--- config.mk ---
export PLATFORM = sky130hd
export DESIGN_NAME = sym_timing_nco_flat
export DESIGN_NICKNAME = d
export VERILOG_FILES = /design/src/rtl/sym_timing_nco_pkg.sv /design/src/rtl/sym_timing_nco_if.sv /design/src/rtl/sym_timing_nco_sat_counter.sv /design/src/rtl/sym_timing_nco.sv /design/src/flat_wrapper.sv
export SDC_FILE = /design/constraint.sdc
export NUM_CORES = 1
export LEC_CHECK = 0
export CORE_MARGIN = 3
export CORE_UTILIZATION = 33
export DETAILED_ROUTE_END_ITERATION = 8
export MAX_ROUTING_LAYER = met4
export SLEW_MARGIN = 20
export SYNTH_ARGS = -nofsm -noshare
export SYNTH_HDL_FRONTEND = slang
export SYNTH_SLANG_ARGS = --single-unit
export TNS_END_PERCENT = 100
--- constraint.sdc ---
create_clock -name clk -period 7.16 [get_ports clk]
set_input_delay 1.074 -clock clk [delete_from_list [all_inputs] [get_ports clk]]
set_output_delay 1.074 -clock clk [all_outputs]
set_load 0.03 [all_outputs]
--- src/rtl/sym_timing_nco_pkg.sv ---
// ----------------------------------------------------------------------------
// sym_timing_pkg
// Shared types, constants and helpers for the symbol-timing NCO.
//   phase_t    : Q(INT_W).(FRAC_W) phase pointer at the default geometry
//   step_t     : signed step, two guard bits above the phase pointer
//   ONE_SAMPLE : one sample in phase LSBs
//   STEP_MAX   : largest allowed step, two samples
//   osf_clamp(): limits a requested OSF to the legal range [2, osf_max]
// ----------------------------------------------------------------------------
package sym_timing_pkg;

  localparam int INT_W_DEF  = 5;
  localparam int FRAC_W_DEF = 27;

  typedef logic        [INT_W_DEF+FRAC_W_DEF-1:0] phase_t;
  typedef logic signed [INT_W_DEF+FRAC_W_DEF+1:0] step_t;

  localparam step_t ONE_SAMPLE = step_t'(1) << FRAC_W_DEF;
  localparam step_t STEP_MAX   = step_t'(2) << FRAC_W_DEF;

  function automatic int unsigned osf_clamp(input int unsigned osf,
                                            input int unsigned osf_max);
    if (osf < 2)            return 2;
    else if (osf > osf_max) return osf_max;
    else                    return osf;
  endfunction

endpackage

--- src/rtl/sym_timing_nco_if.sv ---
// ----------------------------------------------------------------------------
// sym_timing_nco_if
// Control and result bundle of the symbol-timing NCO.
//   master : loop filter / sample front end (drives *_i, observes *_o)
//   slave  : the NCO itself
// Inputs : samp_en_i, osf_i, ctrl_i, ctrl_val_i, cnt_clr_i
// Outputs: sym_valid_o, phase_int_o, mu_o, step_sat_o,
//          early_cnt_o, late_cnt_o, sym_len_o
// ----------------------------------------------------------------------------
interface sym_timing_nco_if #(
  parameter int INT_W  = 5,
  parameter int FRAC_W = 27,
  parameter int CTRL_W = 18,
  parameter int CNT_W  = 16
);

  logic                     samp_en_i;
  logic [INT_W-1:0]         osf_i;
  logic signed [CTRL_W-1:0] ctrl_i;
  logic                     ctrl_val_i;
  logic                     cnt_clr_i;

  logic                     sym_valid_o;
  logic [INT_W-1:0]         phase_int_o;
  logic [FRAC_W-1:0]        mu_o;
  logic                     step_sat_o;
  logic [CNT_W-1:0]         early_cnt_o;
  logic [CNT_W-1:0]         late_cnt_o;
  logic [INT_W:0]           sym_len_o;

  modport master (
    output samp_en_i, osf_i, ctrl_i, ctrl_val_i, cnt_clr_i,
    input  sym_valid_o, phase_int_o, mu_o, step_sat_o,
           early_cnt_o, late_cnt_o, sym_len_o
  );

  modport slave (
    input  samp_en_i, osf_i, ctrl_i, ctrl_val_i, cnt_clr_i,
    output sym_valid_o, phase_int_o, mu_o, step_sat_o,
           early_cnt_o, late_cnt_o, sym_len_o
  );

endinterface

--- src/rtl/sym_timing_nco_sat_counter.sv ---
// ----------------------------------------------------------------------------
// sat_counter
// Saturating up-counter used for the early/late slip statistics.
//   clk, reset : sample clock, synchronous active-high reset
//   i_inc      : count one event
//   i_clr      : zero the counter (wins over i_inc)
//   o_cnt      : current count, sticks at 2^CNT_W-1
// ----------------------------------------------------------------------------
module sat_counter #(
  parameter int CNT_W = 16
) (
  input  logic             clk,
  input  logic             reset,
  input  logic             i_inc,
  input  logic             i_clr,
  output logic [CNT_W-1:0] o_cnt
);

  logic [CNT_W-1:0] r_cnt;

  // NOTE: state registers use non-blocking assignments so every flop samples
  // pre-edge values regardless of block evaluation order.
  always_ff @(posedge clk) begin
    if (reset || i_clr) begin
      r_cnt <= '0;
    end else if (i_inc && !(&r_cnt)) begin
      r_cnt <= r_cnt + CNT_W'(1);
    end
  end

  assign o_cnt = r_cnt;

endmodule

--- src/rtl/sym_timing_nco.sv ---
// ----------------------------------------------------------------------------
// sym_timing_nco
// Symbol-timing NCO. Advances a Q(INT_W).(FRAC_W) phase pointer by one sample
// plus a clamped loop-filter correction on every enabled sample, wraps it at
// OSF samples and strobes the integer phase and mu for the interpolator.
//   clk, reset : sample clock, synchronous active-high reset
//   bus        : sym_timing_nco_if slave (inputs samp_en/osf/ctrl/ctrl_val/
//                cnt_clr; outputs strobe, phase, mu, step_sat, slip counters,
//                last symbol length). All outputs are registered.
// ----------------------------------------------------------------------------
module sym_timing_nco
  import sym_timing_pkg::*;
#(
  parameter int INT_W      = INT_W_DEF,
  parameter int FRAC_W     = FRAC_W_DEF,
  parameter int CTRL_W     = 18,
  parameter int CTRL_SHIFT = 15,
  parameter int OSF_DEF    = 20,
  parameter bit CTRL_HOLD  = 1'b1,
  parameter int CNT_W      = 16
) (
  input logic            clk,
  input logic            reset,
  sym_timing_nco_if.slave bus
);

  localparam int PW = INT_W + FRAC_W;       // phase pointer width
  localparam int SW = INT_W + FRAC_W + 2;   // signed step / sum width

  localparam logic signed [SW-1:0] L_ONE      = SW'(1) << FRAC_W;
  localparam logic signed [SW-1:0] L_STEP_MAX = SW'(2) << FRAC_W;
  localparam logic [INT_W:0]       L_LEN_ONE  = (INT_W+1)'(1);

  logic [PW-1:0]            r_phi;
  logic signed [CTRL_W-1:0] r_ctrl_q;
  logic [INT_W-1:0]         r_osf_act;
  logic [INT_W:0]           r_interval;
  logic [INT_W:0]           r_sym_len;
  logic                     r_sym_valid;
  logic                     r_step_sat;

  logic signed [SW-1:0] w_ctrl_ext;
  logic signed [SW-1:0] w_step_raw;
  logic signed [SW-1:0] w_step;
  logic                 w_step_clamped;
  logic [SW-1:0]        w_phi_next;
  logic [SW-1:0]        w_osf_full;
  logic                 w_wrap;
  logic [INT_W:0]       w_len;
  logic                 w_early;
  logic                 w_late;
  logic [INT_W-1:0]     w_osf_new;

  // Any CTRL_W correction shifted into phase units fits the step width, so
  // the only range limit needed is the clamp on the final step.
  // NOTE: every always_comb output gets a default first, so no path through
  // the block leaves a signal unassigned and no latch is inferred.
  always_comb begin
    w_ctrl_ext     = SW'(r_ctrl_q) <<< CTRL_SHIFT;
    w_step_raw     = L_ONE + w_ctrl_ext;
    w_step         = w_step_raw;
    w_step_clamped = 1'b0;
    if (w_step_raw[SW-1]) begin
      w_step         = '0;
      w_step_clamped = 1'b1;
    end else if (w_step_raw > L_STEP_MAX) begin
      w_step         = L_STEP_MAX;
      w_step_clamped = 1'b1;
    end
  end

  assign w_phi_next = {2'b00, r_phi} + $unsigned(w_step);
  assign w_osf_full = {2'b00, r_osf_act, {FRAC_W{1'b0}}};
  assign w_wrap     = bus.samp_en_i && (w_phi_next >= w_osf_full);

  // Sample count of the symbol ending now (this cycle included); sticks at
  // all-ones while the phase is frozen instead of rolling over.
  assign w_len   = (&r_interval) ? r_interval : r_interval + L_LEN_ONE;
  assign w_early = w_wrap && (w_len < {1'b0, r_osf_act});
  assign w_late  = w_wrap && (w_len > {1'b0, r_osf_act});

  assign w_osf_new = INT_W'(osf_clamp(32'(bus.osf_i), 32'((1 << INT_W) - 1)));

  always_ff @(posedge clk) begin
    if (reset) begin
      r_phi       <= '0;
      r_ctrl_q    <= '0;
      r_osf_act   <= INT_W'(OSF_DEF);
      r_interval  <= '0;
      r_sym_len   <= '0;
      r_sym_valid <= 1'b0;
      r_step_sat  <= 1'b0;
    end else begin
      if (bus.samp_en_i) begin
        r_step_sat <= w_step_clamped;
        if (w_wrap) begin
          // The subtraction uses the OSF of the symbol just completed; the
          // requested OSF only governs the next one.
          r_phi      <= PW'(w_phi_next - w_osf_full);
          r_osf_act  <= w_osf_new;
          r_interval <= '0;
          r_sym_len  <= w_len;
        end else begin
          r_phi      <= PW'(w_phi_next);
          r_interval <= w_len;
        end
      end
      r_sym_valid <= w_wrap;
      // A fresh load beats the one-shot consume in the same cycle.
      if (bus.ctrl_val_i) begin
        r_ctrl_q <= bus.ctrl_i;
      end else if (!CTRL_HOLD && bus.samp_en_i) begin
        r_ctrl_q <= '0;
      end
    end
  end

  sat_counter #(.CNT_W(CNT_W)) u_early_cnt (
    .clk   (clk),
    .reset (reset),
    .i_inc (w_early),
    .i_clr (bus.cnt_clr_i),
    .o_cnt (bus.early_cnt_o)
  );

  sat_counter #(.CNT_W(CNT_W)) u_late_cnt (
    .clk   (clk),
    .reset (reset),
    .i_inc (w_late),
    .i_clr (bus.cnt_clr_i),
    .o_cnt (bus.late_cnt_o)
  );

  assign bus.sym_valid_o = r_sym_valid;
  assign bus.phase_int_o = r_phi[PW-1:FRAC_W];
  assign bus.mu_o        = r_phi[FRAC_W-1:0];
  assign bus.step_sat_o  = r_step_sat;
  assign bus.sym_len_o   = r_sym_len;

endmodule
--- src/flat_wrapper.sv ---
// flat-port wrapper written by rule: the top's interface ports become plain ports
module sym_timing_nco_flat import sym_timing_pkg::*;
#(
  parameter int INT_W      = INT_W_DEF,
  parameter int FRAC_W     = FRAC_W_DEF,
  parameter int CTRL_W     = 18,
  parameter int CTRL_SHIFT = 15,
  parameter int OSF_DEF    = 20,
  parameter bit CTRL_HOLD  = 1'b1,
  parameter int CNT_W      = 16
)
  (clk, reset, bus_samp_en_i, bus_osf_i, bus_ctrl_i, bus_ctrl_val_i, bus_cnt_clr_i, bus_sym_valid_o, bus_phase_int_o, bus_mu_o, bus_step_sat_o, bus_early_cnt_o, bus_late_cnt_o, bus_sym_len_o);
  sym_timing_nco_if #(.INT_W(INT_W), .FRAC_W(FRAC_W), .CTRL_W(CTRL_W), .CNT_W(CNT_W)) bus_i ();
  input logic clk;
  input logic reset;
  input wire logic [$bits(bus_i.samp_en_i)-1:0] bus_samp_en_i;
  input wire logic [$bits(bus_i.osf_i)-1:0] bus_osf_i;
  input wire logic [$bits(bus_i.ctrl_i)-1:0] bus_ctrl_i;
  input wire logic [$bits(bus_i.ctrl_val_i)-1:0] bus_ctrl_val_i;
  input wire logic [$bits(bus_i.cnt_clr_i)-1:0] bus_cnt_clr_i;
  output wire logic [$bits(bus_i.sym_valid_o)-1:0] bus_sym_valid_o;
  output wire logic [$bits(bus_i.phase_int_o)-1:0] bus_phase_int_o;
  output wire logic [$bits(bus_i.mu_o)-1:0] bus_mu_o;
  output wire logic [$bits(bus_i.step_sat_o)-1:0] bus_step_sat_o;
  output wire logic [$bits(bus_i.early_cnt_o)-1:0] bus_early_cnt_o;
  output wire logic [$bits(bus_i.late_cnt_o)-1:0] bus_late_cnt_o;
  output wire logic [$bits(bus_i.sym_len_o)-1:0] bus_sym_len_o;
  assign bus_i.samp_en_i = bus_samp_en_i;
  assign bus_i.osf_i = bus_osf_i;
  assign bus_i.ctrl_i = bus_ctrl_i;
  assign bus_i.ctrl_val_i = bus_ctrl_val_i;
  assign bus_i.cnt_clr_i = bus_cnt_clr_i;
  assign bus_sym_valid_o = bus_i.sym_valid_o;
  assign bus_phase_int_o = bus_i.phase_int_o;
  assign bus_mu_o = bus_i.mu_o;
  assign bus_step_sat_o = bus_i.step_sat_o;
  assign bus_early_cnt_o = bus_i.early_cnt_o;
  assign bus_late_cnt_o = bus_i.late_cnt_o;
  assign bus_sym_len_o = bus_i.sym_len_o;
  sym_timing_nco #(.INT_W(INT_W), .FRAC_W(FRAC_W), .CTRL_W(CTRL_W), .CTRL_SHIFT(CTRL_SHIFT), .OSF_DEF(OSF_DEF), .CTRL_HOLD(CTRL_HOLD), .CNT_W(CNT_W)) u_core (.clk(clk), .reset(reset), .bus(bus_i));
endmodule
==> results of run 1 <==
==> sequential cells by signal (all words and copies together), names as in the netlist <==
name,count
u_core.bus.step_sat_o,1
u_core.bus.sym_valid_o,1
u_core.r_interval,6
u_core.u_early_cnt.o_cnt,16
u_core.bus.sym_len_o,6
u_core.u_late_cnt.o_cnt,16
u_core.r_ctrl_q,18
u_core.r_osf_act,5
u_core.r_phi,17
==> final cells by class <==
type	count	area [um^2]	share of cell area
Clock inverter	2	12.5	0.00191
Inverter	16	60.1	0.00918
Multi-Input combinational cell	506	3360	0.513
Timing Repair Buffer	91	888	0.136
Sequential cell	86	1720	0.263
Clock buffer	10	239	0.0365
Tap cell	211	264	0.0404
==> synth_stat cells (3+ instances only) <==
library cell,n,share of area
and2_1,18,0.021
nand2_1,39,0.027
nor2b_1,7,0.0082
or4_1,7,0.0099
ha_1,32,0.075
o31ai_1,4,0.0056
buf_2,6,0.0056
buf_4,17,0.024
o211ai_1,8,0.011
nor3b_1,3,0.0042
a211oi_1,13,0.018
inv_1,16,0.011
or3_1,25,0.029
clkbuf_1,18,0.013
o31a_1,3,0.0049
dfxtp_1,86,0.32
xnor2_1,13,0.021
o21ai_0,32,0.030
nor3_1,15,0.014
a21oi_1,50,0.047
a211o_1,6,0.0099
nand3_1,27,0.025
nor2_1,60,0.042
nand4_1,13,0.015
buf_1,4,0.0028
a21o_1,7,0.0099
o21a_1,9,0.013
mux2i_1,35,0.066
a31oi_1,3,0.0035
and3_1,10,0.012
nor4_1,8,0.0094
==> final timing paths <==
check,from,slack [ns],cells after the start,end
worst max-delay path,u_core.r_ctrl_q[13],0.72,23,u_core.r_phi[27]
worst min-delay path,u_core.r_osf_act[2],0.47,1,u_core.r_osf_act[2]
worst min register to register,u_core.r_osf_act[2],0.47,1,u_core.r_osf_act[2]
worst max register to register,u_core.r_ctrl_q[13],0.72,23,u_core.r_phi[27]
==> cells by family after synthesis <==
logic type	count (synthesis)
adders and majority gates	34
xor gates and xnor gates	14
buffers and inverters	62
and+or+nand+nor	243
AOI/OAI and AO/OA	160
muxes	37
DFF	86
other	1
==> metal layers <==
metal	track usage	wire length (um)	vias to the layer above
met3	0.0445	816	18
li1	-	-	2462
met5	-	0	-
met4	0.0479	221	0
met2	0.266	6640	154
met1	0.213	6720	2358
==> worst max-delay path, stage by stage (launching register included) <==
cell,delay (ns)
dfxtp_1,0.38
inv_1,0.06
ha_1,0.17
nor4b_1,0.13
a41oi_1,0.24
nor2_1,0.19
and2_1,0.20
ha_1,0.22
fa_1,0.43
a211oi_1,0.26
o21ai_0,0.20
a2111oi_1,0.65
nor3b_1,0.13
o21a_1,0.19
nor2_1,0.12
xnor2_1,0.16
ha_1,0.32
o21ai_0,0.15
a21boi_0,0.17
o21a_1,0.19
a211o_1,0.28
a21oi_1,0.86
mux2_2,0.42
a211oi_1,0.22
==> cells in the final DEF, fill, tap and decap left out, types with 10 or more instances in the layout <==
master,n
dfxtp_1,86
clkdlybuf4s50_1,83
nor2_1,60
a21oi_1,50
nand2_1,39
mux2i_1,35
o21ai_0,32
ha_1,32
nand3_1,27
or3_1,25
and2_1,18
conb_1,18
inv_1,16
nor3_1,15
nand4_1,13
xnor2_1,13
a211oi_1,13
and3_1,10
==> through the flow <==
stage | std cells | utilization
after CTS | 922 | 0.422
after floorplan | 654 | -
final | 922 | 0.422
after detailed placement | 910 | 0.406
after global placement | 910 | 0.406
after global routing | 922 | 0.422
==> power by group through the flow <==
| stage | sequential [mW] | combinational, mW | clock [mW] |
|---|---|---|---|
| global placement | 0.572 | 0.789 | 0 |
| global route | 0.570 | 0.901 | 0.460 |
| CTS | 0.564 | 0.814 | 0.442 |
| finish | 0.564 | 0.818 | 0.428 |
| detailed placement | 0.573 | 0.809 | 0 |
| floorplan | 0.607 | 0.591 | 0 |
==> timing repair <==
action | 4_1_cts | 5_1_grt
resized for setup | 0 | 1
setup endpoints to repair | 0 | 6
hold buffers | 0 | 0
hold endpoints to repair | 0 | 0
==> results.txt, run 1 <==
Die area: 17700 um^2
Core ar.: 15500 um^2
Status: finished clean
Ys flop type: dfxtp_1
Post-synthesis compound-gate area fraction: 0.202
Crit path kind: flop to flop
DRC viols: 0
Combinational fraction of design power: 0.452
Power per cell area: 277 nW/um^2
Hold slack: 0.471 ns
Internal: 1.09 mW
Design area: 6540 um^2
Mux share of post-synthesis cell area: 0.0700
Worst VDD drop: 159 uV
Clock Power Share: 0.237
PnR worst setup slack: 0.725 ns
Worst Path Required: 7.42 ns
Fmax: 0.155 GHz
Clock buffer depth: 2
Die height: 133 um
Leak: 2.55 nW
Drt via density: 5.41
Clk_lat worst skew: 0.35 ns
Startpoint Class: flop
Row count: 45
Synth cell types: 65
Layout cells sized above 1: 0.0464
DP Area: 6290 um^2
Largest net degree at the start of global routing: 59
RSZ-0062 raised after global routing: false
Post-Synth XOR/XNOR Area: 0.0230
Clk root buf: clkbuf_16
Fin. max-slew vios: 0
WL final: 14.4 mm
Cts bufs inserted: 9
CTS tree: built
Clock transition at path regs: 0.06 ns
Initial DRT Pass Iterations: 5
I/O Buffers: 84
Sequential-to-total area share from yosys stat: 0.323
DP HPWL: 10.5 mm
Sum of negative setup slack: 0 ns
Syn Inst Count: 637
Layout fillers: 1556
Fin crit share: 0.899
CP endpoint kind: flop
Max Cap Violations: 0
All-Layer GR Usage: 0.169
Pre-CTS setup slack: 0.665 ns
Initial antenna violation count: 0
Sw Ratio: 0.398
Seq cells post-synth: 86
Nets: 772
Adder-Cell Fraction of Synth Area: 0.0827
Post-synthesis cell area: 5320 um^2
Simple-Gate Fraction of Synth Area: 0.239
Syn. warnings: 0
Routed via count: 4992
NetSw: 0.720 mW
ANT nets after route: 0
CTS H-tree depth: 3
Slew of the pin with the lowest slew margin: 1.10 ns
Grt total ovfl: 0
I/O Pins: 100
Routability cong.: 0.858
Post-CTS Setup Inserts: 0
Crit-path max FO: 13
Syn avg cell area: 8.36 um^2
Seq pwr share: 0.312
Worst min path class: flop to flop
Total power: 1.81 mW
Wire length of the first global-routing pass: 23.9 mm
Final setup skew: 0.00949 ns
DRT iter0 DRCs: 351
WL/cell: 15.6 um
Syn-to-layout area delta: 22.9%
Final setup viols: 0
Worst Path Arrival: 6.70 ns
Vias in the first global route: 4695
Hold violation total from the final report: 0
Initial core utilization: 0.344
Antenna Diode Count: 0
Main combinational cell family by area after synthesis: simple AND/OR/NAND/NOR gates
Number of flops mapped to enable cells by yosys: 0
CTS Sinks: 86
Minimum clock period: 6.44 ns
Slew margin rel.: 0.267
Asr flop ratio synth: 0
Die X: 133 um
No activity file was read; power rests on OpenSTA's default activity.
==> inputs of run 2 (changes only) <==
--- a/config.mk
+++ b/config.mk
@@ -5,6 +5,7 @@
 export SDC_FILE = /design/constraint.sdc
 export NUM_CORES = 1
 export LEC_CHECK = 0
+export CORE_ASPECT_RATIO = 1.1
 export CORE_MARGIN = 3
 export CORE_UTILIZATION = 33
 export DETAILED_ROUTE_END_ITERATION = 8
==> run 2 against run 1 <==
Effect of this change:
- clock skew is 0.0046 ns lower
- non-clock buffer count rose by 2
- highest routed layer unchanged
- first-iteration DRC count down 33%
- sequential share of layout area down 0.16 points
==> results.txt, run 2 (synthesis gave the netlist of run 1 again) <==
Worst Path Required: 7.43 ns
Slew margin rel.: 0.307
Initial DRT Pass Iterations: 4
Sum of negative setup slack: 0 ns
Wire length of the first global-routing pass: 22.6 mm
CP endpoint kind: flop
Row count: 48
DP HPWL: 10.4 mm
Initial antenna violation count: 0
PnR worst setup slack: 0.729 ns
Core ar.: 15700 um^2
Family with the most delay on the worst path: compound AO/OA/AOI/OAI gates
Vias in the first global route: 4606
Post-CTS Setup Inserts: 0
Slowest-stage cell, CP: a2111oi_0
Layout cells sized above 1: 0.0490
Initial core utilization: 0.338
Critical-path cell list: ha_1, nor3_1, a32oi_1, nor2_1, and2_1, ha_1, fa_1, a211oi_1, o21ai_0, a2111oi_0, o311ai_0, a21oi_1, xnor2_1, ha_1, nand3_1, nor4_1, o211ai_1, a21oi_1, o2111a_1, a22oi_4, buf_4, or3_1, a21oi_1
Design area: 6580 um^2
Pre-CTS setup slack: 0.850 ns
DP Area: 6290 um^2
Power per cell area: 282 nW/um^2
Grt total ovfl: 0
Worst min path class: flop to flop
Commonest cells after routing, fill and taps aside: dfxtp_1 (86), clkdlybuf4s50_1 (83), nor2_1 (60)
Crit path buffers/inverters: 1
Status: finished clean
Slew of the pin with the lowest slew margin: 1.04 ns
Fin crit share: 0.898
Startpoint Class: flop
DRC viols: 0
Final setup viols: 0
CTS tree: built
Max Cap Violations: 0
Die area: 17700 um^2
Crit-path max FO: 34
Clock transition at path regs: 0.06 ns
Cts hold-fix bufs: 0
Drt via density: 5.37
CTS Sinks: 86
Top Registers: u_core.r_ctrl_q x18, u_core.r_phi x17
Crit path kind: flop to flop
Routability cong.: 0.873
Largest register FFs: 18
Worst VDD drop: 135 uV
Clk root buf: clkbuf_16
Layout fillers: 1596
Die X: 127 um
Leak: 2.58 nW
WL/cell: 15.2 um
Worst Path Arrival: 6.70 ns
Clock buffer depth: 2
DRT iter0 DRCs: 236
Cts bufs inserted: 9
Finished Core Util: 0.418
All-Layer GR Usage: 0.160
Worst reg-to-reg setup slack: 0.73 ns
Worst path max stage delay: 0.77 ns
Clk_lat worst skew: 0.35 ns
Routed via count: 4913
Die height: 139 um
Fmax: 0.155 GHz
Antenna Diode Count: 0
Syn-to-layout area delta: 23.6%
Top reg by flops: u_core.r_ctrl_q
Final setup skew: 0.00490 ns
Post-cts resize count: 0
I/O Pins: 100
RSZ-0062 raised after global routing: false
Minimum clock period: 6.43 ns
I/O Buffers: 84
ANT nets after route: 0
WL final: 13.9 mm
Nets: 774
Hold violation total from the final report: 0
Most common cell after layout, fill and taps aside: dfxtp_1
CTS H-tree depth: 3
Fin. max-slew vios: 0
Largest net degree at the start of global routing: 59
[run 2: metrics by stage]
stage / cells / hold WS [ns] / power (mW)
after detailed placement: 901 / 0.457 / 1.40
after global routing: 915 / 0.494 / 1.98
after global placement: 901 / 0.450 / 1.38
after CTS: 915 / 0.471 / 1.88
after floorplan: 654 / 0.435 / 1.20
final: 915 / 0.464 / 1.86
[run 2: layout make-up]
type	count	area, um^2	area share
multi-input cells	506	3350	0.510
inverters	16	60.1	0.00913
well taps	200	250	0.0380
flip-flops and latches	86	1720	0.262
clock buffers	13	260	0.0396
repair buffers	93	903	0.137
clock inverters	1	30.0	0.00456
[run 2: final timing paths]
path / start / to / depth (start not counted)
setup reg to reg: u_core.r_ctrl_q[12] / u_core.u_early_cnt.o_cnt[6] / 23
hold reg to reg: u_core.r_osf_act[2] / u_core.r_osf_act[2] / 1
hold / removal: u_core.r_osf_act[2] / u_core.r_osf_act[2] / 1
setup / recovery: u_core.r_ctrl_q[12] / u_core.u_early_cnt.o_cnt[6] / 23
[run 2: report_power, final]
group	internal [mW]	switching (mW)	leakage [nW]
Combinational	0.344	0.481	1.74
Sequential	0.525	0.0368	0.700
Clock	0.286	0.184	0.142
[run 2: routing by layer]
| metal | vias up | share of wire | GRT usage |
|---|---|---|---|
| met3 | 19 | 0.049 | 0.0338 |
| met2 | 140 | 0.48 | 0.266 |
| met5 | - | 0 | - |
| met1 | 2294 | 0.45 | 0.194 |
| li1 | 2460 | - | - |
| met4 | 0 | 0.020 | 0.0503 |
==> inputs of run 3 (changes only) <==
--- a/config.mk
+++ b/config.mk
@@ -5,7 +5,6 @@
 export SDC_FILE = /design/constraint.sdc
 export NUM_CORES = 1
 export LEC_CHECK = 0
-export CORE_ASPECT_RATIO = 1.1
 export CORE_MARGIN = 3
 export CORE_UTILIZATION = 33
 export DETAILED_ROUTE_END_ITERATION = 8
==> results of run 3 <==
The final DEF is identical to that of run 1; final timing and power are the same.
==> RTL edit (flow settings as in run 2) <==
The package constant `FRAC_W_DEF` goes from 27 to 31.
--- a/src/rtl/sym_timing_nco_pkg.sv
+++ b/src/rtl/sym_timing_nco_pkg.sv
@@ -10,7 +10,7 @@
 package sym_timing_pkg;
 
   localparam int INT_W_DEF  = 5;
-  localparam int FRAC_W_DEF = 27;
+  localparam int FRAC_W_DEF = 31;
 
   typedef logic        [INT_W_DEF+FRAC_W_DEF-1:0] phase_t;
   typedef logic signed [INT_W_DEF+FRAC_W_DEF+1:0] step_t;
Interface: changed (resized bus_mu_o); port bits go from 100 to 104. No check against the original RTL was run, so the function may have changed too.
==> RTL edit against run 2 <==
  * Via count is 6.5% higher
  * Design area is 5.5% higher
  * Area after synthesis is 6.4% higher
  * Critical endpoint is now u_core.u_late_cnt.o_cnt[13]
  * Worst hold slack better by 12 ps
  * Setup slack worse by 170 ps
  * Final cell count is 5.8% higher
  * Die area is 6.1% higher
  * Sequential cell count is 4 higher
  * Wire length is 6.5% higher
  * Non-clock buffer count is 2 lower
Power is not compared: it rests on default switching activity, and its combinational part moved more than twofold at a synthesized area within 25%.
==> RTL edit: results (changes against run 2) <==
Clock network
  • Post-CTS Setup Bufs: 0 (unchanged)
  • Clock tree root buffer cell: clkbuf_16
  • Reg clk slew, reported paths: 70 ps
  • CTS buffer count: 9 (unchanged)
  • Resize count post-CTS: 0 (unchanged)
  • Longest Clk Path Bufs: 2 (unchanged)
  • Post-CTS Hold Buffers: 0 (unchanged)
  • Worst skew pair latency: between 300 and 400 ps
  • H-tree depth: 3 (unchanged)

Min path
  • HP Class: reg -> reg

Cells and area
  • Antenna Cells: 0 (unchanged)
  • Largest regs: u_core.r_phi x21, u_core.r_ctrl_q x18
  • Share of layout cells above drive strength 1: 0.0487 (-0.000237)
  • FILL cells: 1,665 (+4.3%)
  • Fin nets: 795 (+2.7%)

Synth
  • Number of synthesis warnings: 0 (unchanged)
  • FFs w/ async S/R, synth: 0 (unchanged)
  • Mapped Cells: 667 (+4.7%)
  • Compound-gate portion of the synthesized area: 0.216 (+0.0143)
  • Post-Synth Adder-Cell Area: 0.0755 (-0.00720)
  • Distinct cell type count after synthesis: 67 (+3.1%)
  • Top post-synthesis cells by area: dfxtp_1 (32%), mux2i_1 (7.1%), ha_1 (6.8%)
  • Sequential area share after synthesis: 0.318 (-0.00536)
  • Commonest cells in the netlist: dfxtp_1 (90), a21oi_1 (59), nor2_1 (58), mux2i_1 (40), nand2_1 (39)
  • Mux share of post-synthesis cell area: 0.0786 (+0.00859)
  • Post-synthesis xor/xnor area fraction: 0.0294 (+0.00634)

Global routing
  • GRT met2 Usage: 0.264 (-0.00199)
  • GRT Overall Usage: 0.162 (+0.00165)
  • First-pass GRT wire length: 23,700 um (+4.8%)
  • Met3 Usage GRT: 0.0297 (-0.00404)
  • Initial antenna violation count: 0 (unchanged)
  • Number of global-route vias before repair: 4,811 (+4.5%)
  • Global Route met1 Usage: 0.202 (+0.00756)
  • Largest net degree at the start of global routing: 58 (-1.7%)

Power
  • Net switching power: approximately 0.34 mW
  • VDD IR max: about 0.11 mV
  • Leak: about 2.8 nW

Routing
  • DR iter-0 viols: 344 (+46%)
  • Drt via density: 5.41 (+0.70%)
  • Vias: 5,234 (+6.5%)
  • Routed len/inst: 15.3 um (+0.67%)
  • DR pass1 iterations: 5 (+1)

Placement
  • Hpwl dp: 11,300 um (+7.7%)
  • Gpl congestion: 0.907 (+3.9%)
  • Worst slack at placement: 553 ps (-296 ps)
  • Placed Instances: 952 (+5.7%)
  • IO buf count: 88 (+4.8%)

Critical path
  • Crit path DAT: 6870 ps (+170 ps)
  • CP Max Fanout: 17 (-50%)

Outcome
  • Status: completed

Timing
  • Final period util: 0.921 (+0.0232)
  • Post-Route Skew: 6.63 ps (+1.74 ps)
  • Least-Margin Pin Slew: 1070 ps (+37.4 ps)
[RTL edit: cell types whose count changed in the layout (fill, tap and decap cells not counted), sizes merged, moves of 8 or more]
cell,before,now
a21o,7,15
a21oi,50,59
nor3,15,6
o21ai,34,24
o31ai,4,19
or3,25,13
or4,8,20
[RTL edit: per-stage QoR]
step                instance area (um2)  total power [mW]  hold WS (ps)
floorplan                          5720             0.695           445
global placement                   6640             0.761           466
detailed placement                 6640             0.761           465
CTS                                6940              1.26           483
global route                       6940              1.30           506
finish                             6940              1.24           476
[RTL edit: final cells by class]
class,count,area [um2],area share
inverters,12,45.0,0.00649
multi-input cells,530,3610,0.520
repair buffers,91,893,0.129
flip-flops and latches,90,1800,0.260
well taps,229,287,0.0413
clock inverters,3,46.3,0.00667
clock buffers,13,260,0.0375
[RTL edit: power groups by stage]
stage                     clock network, mW  logic [mW]  registers (mW)
after floorplan                           0       0.141           0.553
after global placement                    0       0.219           0.542
after detailed placement                  0       0.218           0.542
after CTS                             0.510       0.220           0.531
after global routing                  0.524       0.240           0.533
final                                 0.491       0.219           0.531
[RTL edit: layer usage]
| metal | part of all wire | wire length [um] |
|---|---|---|
| met2 | 0.47 | 7020 |
| met5 | 0 | 0 |
| met1 | 0.46 | 6800 |
| met4 | 0.016 | 230 |
| met3 | 0.053 | 784 |
[RTL edit: cell families (layout without fill, tap and decap cells)]
group | count (synthesis) | in the layout
and+or+nand+nor | 241 | 241
AOI/OAI and AO/OA | 178 | 178
DFF | 90 | 90
buffers and inverters | 61 | 119
muxes | 44 | 44
adders and majority gates | 33 | 33
xor gates and xnor gates | 19 | 19
other | 1 | 15
[RTL edit: final timing paths]
path                        from                          end  slack [ps]  cells past startpoint
max          u_core.r_ctrl_q[11]  u_core.u_late_cnt.o_cnt[13]         560                     23
min reg2reg  u_core.r_osf_act[2]          u_core.r_osf_act[2]         480                      2
max reg2reg  u_core.r_ctrl_q[11]  u_core.u_late_cnt.o_cnt[13]         560                     23
min          u_core.r_osf_act[2]          u_core.r_osf_act[2]         480                      2
[RTL edit: critical path: stages (launching register included)]
cell and delay [ps]:
dfxtp_1 330, nor4_1 340, nand4_1 130, a21oi_1 330, and2_1 180, ha_1 220, fa_1 270, a211oi_2 110
o21ai_1 360, a21oi_1 190, o21ai_0 190, nand2_1 90, a31oi_1 370, nand3_1 210, xnor2_1 170, ha_1 340
nand4_1 120, or3_1 360, or4b_1 480, a2111oi_2 250, and4b_4 450, nor2_1 290, or4_1 570, a21oi_1 150
